### src/rtl/cim_wr_arbiter.sv
// cim_wr_arbiter: round-robin owner of one CIM crossbar write port.
// A grant lasts one BURST_LEN-write burst; a completed burst is
// followed by a compute-start handshake with the CIM tile.
//
// Ports:
//   clk, rst          clock, synchronous active-high reset
//   i_req/i_we        per-requester request and write strobe
//   i_addr/i_data     per-requester row address and data word
//   o_gnt/o_owner     one-hot grant, index of current/last grantee
//   i_cim_busy        CIM tile is computing (also start acknowledge)
//   o_cim_we/addr/data  write port towards the CIM tile
//   o_cim_start       compute request, held until i_cim_busy
//   o_busy            arbiter is not idle
//   o_done_cnt        per-requester completed-burst counters,
//                     present only when ARB_STATS_EN is defined
module cim_wr_arbiter #(
    parameter int NUM_REQ   = 4,
    parameter int DATA_W    = 8,
    parameter int XBAR_SIZE = 256,
    parameter int BURST_LEN = 256,
    localparam int AW = $clog2(XBAR_SIZE) + 1,
    localparam int OW = $clog2(NUM_REQ),
    localparam int CW = $clog2(BURST_LEN + 1)
) (
    input  logic                           clk,
    input  logic                           rst,
    input  logic [NUM_REQ-1:0]             i_req,
    input  logic [NUM_REQ-1:0]             i_we,
    input  logic [NUM_REQ-1:0][AW-1:0]     i_addr,
    input  logic [NUM_REQ-1:0][DATA_W-1:0] i_data,
    output logic [NUM_REQ-1:0]             o_gnt,
    output logic [OW-1:0]                  o_owner,
    input  logic                           i_cim_busy,
    output logic                           o_cim_we,
    output logic [AW-1:0]                  o_cim_addr,
    output logic [DATA_W-1:0]              o_cim_data,
    output logic                           o_cim_start,
    output logic                           o_busy
`ifdef ARB_STATS_EN
    ,
    output logic [NUM_REQ-1:0][15:0]       o_done_cnt
`endif
);

    typedef enum logic [1:0] {
        S_IDLE,
        S_BURST,
        S_START
    } state_t;

    state_t               state_q, state_d;
    logic [OW-1:0]        rr_q, rr_d;
    logic [OW-1:0]        owner_q, owner_d;
    logic [CW-1:0]        cnt_q, cnt_d;
    logic [NUM_REQ-1:0]   gnt_q, gnt_d;

    logic [OW-1:0]        win;
    logic                 found;
    logic [OW-1:0]        owner_nxt;
    logic                 own_we;
    logic                 own_req;
    logic                 last_wr;
    logic                 cim_we;

    // Index (base + off) modulo NUM_REQ, off in [0, NUM_REQ).
    function automatic logic [OW-1:0] rot_idx(
        input logic [OW-1:0] base,
        input int            off
    );
        int s;
        s = int'(base) + off;
        if (s >= NUM_REQ) begin
            s = s - NUM_REQ;
        end
        return OW'(s);
    endfunction

    // First requester at or after rr_q, wrapping.
    always_comb begin
        win   = rr_q;
        found = 1'b0;
        for (int i = 0; i < NUM_REQ; i++) begin
            if (!found && i_req[rot_idx(rr_q, i)]) begin
                found = 1'b1;
                win   = rot_idx(rr_q, i);
            end
        end
    end

    assign owner_nxt = rot_idx(owner_q, 1);
    assign own_we    = i_we[owner_q];
    assign own_req   = i_req[owner_q];
    assign last_wr   = own_we && (cnt_q == CW'(BURST_LEN - 1));

    always_ff @(posedge clk) begin
        if (rst) begin
            state_q <= S_IDLE;
            rr_q    <= '0;
            owner_q <= '0;
            cnt_q   <= '0;
            gnt_q   <= '0;
        end else begin
            state_q <= state_d;
            rr_q    <= rr_d;
            owner_q <= owner_d;
            cnt_q   <= cnt_d;
            gnt_q   <= gnt_d;
        end
    end

    always_comb begin
        state_d     = state_q;
        rr_d        = rr_q;
        owner_d     = owner_q;
        cnt_d       = cnt_q;
        gnt_d       = gnt_q;
        cim_we      = 1'b0;
        o_cim_start = 1'b0;
        unique case (state_q)
            S_IDLE: begin
                if ((|i_req) && !i_cim_busy) begin
                    gnt_d      = '0;
                    gnt_d[win] = 1'b1;
                    owner_d    = win;
                    cnt_d      = '0;
                    state_d    = S_BURST;
                end
            end
            S_BURST: begin
                // The final write survives a same-cycle request drop.
                cim_we = own_we && (own_req || last_wr);
                if (last_wr) begin
                    cnt_d   = cnt_q + CW'(1);
                    gnt_d   = '0;
                    state_d = S_START;
                end else if (!own_req) begin
                    gnt_d   = '0;
                    rr_d    = owner_nxt;
                    state_d = S_IDLE;
                end else if (own_we) begin
                    cnt_d = cnt_q + CW'(1);
                end
            end
            S_START: begin
                o_cim_start = 1'b1;
                if (i_cim_busy) begin
                    rr_d    = owner_nxt;
                    state_d = S_IDLE;
                end
            end
            default: begin
                state_d = S_IDLE;
            end
        endcase
    end

    assign o_gnt      = gnt_q;
    assign o_owner    = owner_q;
    assign o_busy     = (state_q != S_IDLE);
    assign o_cim_we   = cim_we;
    assign o_cim_addr = cim_we ? i_addr[owner_q] : '0;
    assign o_cim_data = cim_we ? i_data[owner_q] : '0;

`ifdef ARB_STATS_EN
    logic                      done_inc;
    logic [NUM_REQ-1:0][15:0]  done_q;

    assign done_inc = (state_q == S_BURST) && last_wr;

    always_ff @(posedge clk) begin
        if (rst) begin
            done_q <= '0;
        end else if (done_inc && (done_q[owner_q] != 16'hFFFF)) begin
            done_q[owner_q] <= done_q[owner_q] + 16'd1;
        end
    end

    assign o_done_cnt = done_q;
`endif

endmodule

### config.mk
export PLATFORM = sky130hd
export DESIGN_NAME = cim_wr_arbiter
export DESIGN_NICKNAME = d
export VERILOG_FILES = /design/src/rtl/cim_wr_arbiter.sv
export SDC_FILE = /design/constraint.sdc
export NUM_CORES = 1
export LEC_CHECK = 0
export ABC_AREA = 1
export ABC_CLOCK_PERIOD_IN_PS = 5500
export CORE_AREA = 2 2 90 74
export DETAILED_ROUTE_END_ITERATION = 8
export DIE_AREA = 0 0 92 76
export MAX_ROUTING_LAYER = met4
export PLACE_DENSITY = 0.65
export SETUP_SLACK_MARGIN = 0.15
export SLEW_MARGIN = 0
export SYNTH_ARGS = -nofsm -noshare
export SYNTH_HDL_FRONTEND = slang
export SYNTH_SLANG_ARGS = --single-unit
### constraint.sdc
create_clock -name clk -period 5.5 [get_ports clk]
set_input_delay 0.55 -clock clk [delete_from_list [all_inputs] [get_ports clk]]
set_output_delay 0.55 -clock clk [all_outputs]
set_load 0.02 [all_outputs]
==> flow_summary.ini <==
[run_status]
status = finished clean

[placement]
placed_area_um2 = 2860
dp_hpwl_mm = 4.71
port_buffers = 104
gp_congestion = 0.961

[pwr]
p_sw_share_pct = 37.5
clockPowerShare_pct = 19.4
seq_power_share_pct = 31.8
power_density_nw_per_um2 = 171
ir_drop_uv = 66.4
p_leak_nw = 1.21
intPower_mw = 0.310
p_switching_mw = 0.186
combPwrFrac_pct = 48.8

[clock_network]
h-tree-depth = 1
clockBufferDepth = 2
clkTransAtPathRegs_ns = 0.07
post_cts_buffers = 0
cts_root_buf = clkbuf_8
numCtsBuffers = 3
cts_resized = 0
holdBufCountCts = 0
numClockSinks = 19
insertion_delay_ns = 0.26
cts_tree = done

[setup_path]
crit_arrival_ns = 2.91
cpPeakStageDelay_ns = 0.85
r2r_start = o_owner[1]
worstSetupStartpoint = o_owner[1]
worstRegToRegCells = 9
crit_type = register to output port
start_kind = register
reg2reg_slack_ns = 3.06
worstPathCellList = inv_2 > nand3_1 > nand2_1 > a21oi_2 > nand2_4 > a21oi_1 > clkdlybuf4s50_1
r2r_end = cnt_q[0]
cp-end-kind = output port
critical_path_peak_fanout = 23
cp.required_ns = 4.95
slowest_stage = dfxtp_1
crit_end = o_cim_data[4]

[yosys]
synth_largest_area_cell = dfxtp_1
synthDominantCellAreaShare_pct = 21.4
synth-async-reset-ratio_pct = 0
synth.most_common_cell = nor2_1
syn_avg_cell_area_um2 = 5.39
synth_area_um2 = 1780
synth_area_leaders = dfxtp_1 21%, nor2_1 17%, nand2_1 16%
synth_edf_count = 0
yosys_warnings = 0
ys_types = 30
synth_nets = 411
ys_ff_latch = 19
ys_seq_area_share_pct = 21.4
synthTopCellsByCount = 80 x nor2_1, 78 x nand2_1, 39 x o21ai_0
syn_inst = 330
synth_ff_type = dfxtp_1

[die]
dieHeight_um = 76
die_w_um = 92
core-area_um2 = 6180
rows = 26
start_util_pct = 28.8
dieArea_um2 = 6990
pin_count = 105

[global_route]
grt_max_degree = 42
grt_antenna_before_repair = 0
grt_pass1_wl_mm = 10.1
grt_pass1_vias = 2170
grt_usage_pct = 17.8
grt.overflow.total = 0

[final_layout]
ff_latch_area_um2 = 380
fillers = 658
multi_input_area_um2 = 1230
syn2layout_area_growth_pct = 63.7
final_layout_size_suffix_gt1_share_pct = 4.24
layout.nets = 507
fin_area_um2 = 2910
n_antenna_cell = 0

[detailed_routing]
routedWlPerCell_um = 11.8
ant_nets = 0
wirelength_met1_mm = 2.81
drc = 0
drt-total-wl_mm = 6.00
vias = 2318
top_layer = met4
dr.pass1.iters = 4
route.met3.wl_um = 237
dr_wl_met2_mm = 2.89
initialDrtViolationCount = 96
avgViaCountPerCell = 4.55

[sta]
worst_slew_pin_slew_ns = 0.814
clock_skew_ns = 0.00541
min_period_ns = 3.46
drv_slew = 0
hold_viol = 0
setup_violations = 0
relSlewSlack_pct = 45.7
rsz0062_at_grt = false
finalSetupTns_ns = 0
finalCritPeriodShare_pct = 63.0
clock.fmax_mhz = 289

[job]
cap_violations = 0

[hold_path]
hold_path.class = register to register
-- critical path: cells and delay by family, from the launching register on --
kind	cells	cell delay, ns
AOI/OAI and AO/OA	2	0.36
buffers and inverters	2	0.96
DFF	1	0.85
and+or+nand+nor	3	0.46
-- per-layer routing --
| metal | vias to the layer above | track usage (%) |
|---|---|---|
| met2 | 56 | 29.6 |
| met1 | 1001 | 23.1 |
| met3 | 6 | 3.26 |
| met5 | - | - |
| li1 | 1255 | - |
| met4 | 0 | 2.54 |
-- sequential cells by signal (all words and copies together), names as in the netlist --
register,cells
o_owner,2
o_gnt,4
cnt_q,9
rr_q,2
state_q,2
-- how the worst min path moves through the flow --
stage / startpoint / endpoint / depth (start not counted)
5_1_grt: o_gnt[2] / o_gnt[2] / 2
6_report: o_gnt[2] / o_gnt[2] / 2
4_1_cts: o_gnt[2] / o_gnt[2] / 2
3_3_place_gp: o_gnt[2] / o_gnt[2] / 2
3_5_place_dp: o_gnt[2] / o_gnt[2] / 2
2_1_floorplan: cnt_q[4] / cnt_q[4] / 2
-- cells by family (layout without fill, tap and decap cells) --
logic type	count (synthesis)	count (layout)	share of synthesized area, %
and+or+nand+nor	188	188	43.6
xor gates and xnor gates	2	2	0.985
DFF	19	19	21.4
AOI/OAI and AO/OA	78	78	22.9
adders and majority gates	2	2	1.41
buffers and inverters	41	136	9.64
-- cells in the final DEF (no fill, tap or decap) --
cell type,count
nor2_2,1
or2_1,1
o21ai_1,1
inv_1,21
dfxtp_1,19
xor2_1,2
clkdlybuf4s50_1,104
inv_2,5
or2_2,1
nand2_1,78
nand2_2,1
nand3_1,17
o21ai_0,39
a21oi_1,32
and3_1,1
o21bai_1,2
a211oi_1,2
buf_4,1
clkinv_2,1
a21oi_2,2
nor2_1,80
nand2_8,1
nor4_1,1
ha_1,2
inv_4,1
clkbuf_8,3
nand2_4,1
nand4_1,2
or2_0,1
nor3_1,2
-- area by class of cell --
cell class | instances | share of cell area (%)
Clock inverter | 1 | 0.172
Multi-Input combinational cell | 270 | 42.1
Sequential cell | 19 | 13.1
Inverter | 27 | 3.57
Timing Repair Buffer | 105 | 36.0
Tap cell | 84 | 3.61
Clock buffer | 3 | 1.42
-- power by group through the flow --
stage	Clock (mW)	Combinational, mW	Sequential [mW]
after floorplan	0	0.140	0.161
after global placement	0	0.242	0.161
after detailed placement	0	0.243	0.162
after CTS	0.100	0.244	0.159
after global routing	0.106	0.272	0.160
final	0.0963	0.242	0.158
-- stage by stage --
stage / hold WS [ns] / util, % / power (mW) / setup WS, ns / instances
floorplan: 0.443 / - / 0.301 / 3.00 / 330
global placement: 0.455 / 46.3 / 0.403 / 2.39 / 505
detailed placement: 0.457 / 46.3 / 0.404 / 2.26 / 505
CTS: 0.469 / 47.1 / 0.503 / 1.97 / 509
global route: 0.479 / 47.1 / 0.538 / 1.74 / 509
finish: 0.464 / 47.1 / 0.496 / 2.04 / 509
Note: power is estimated with default switching activity, not from simulation.
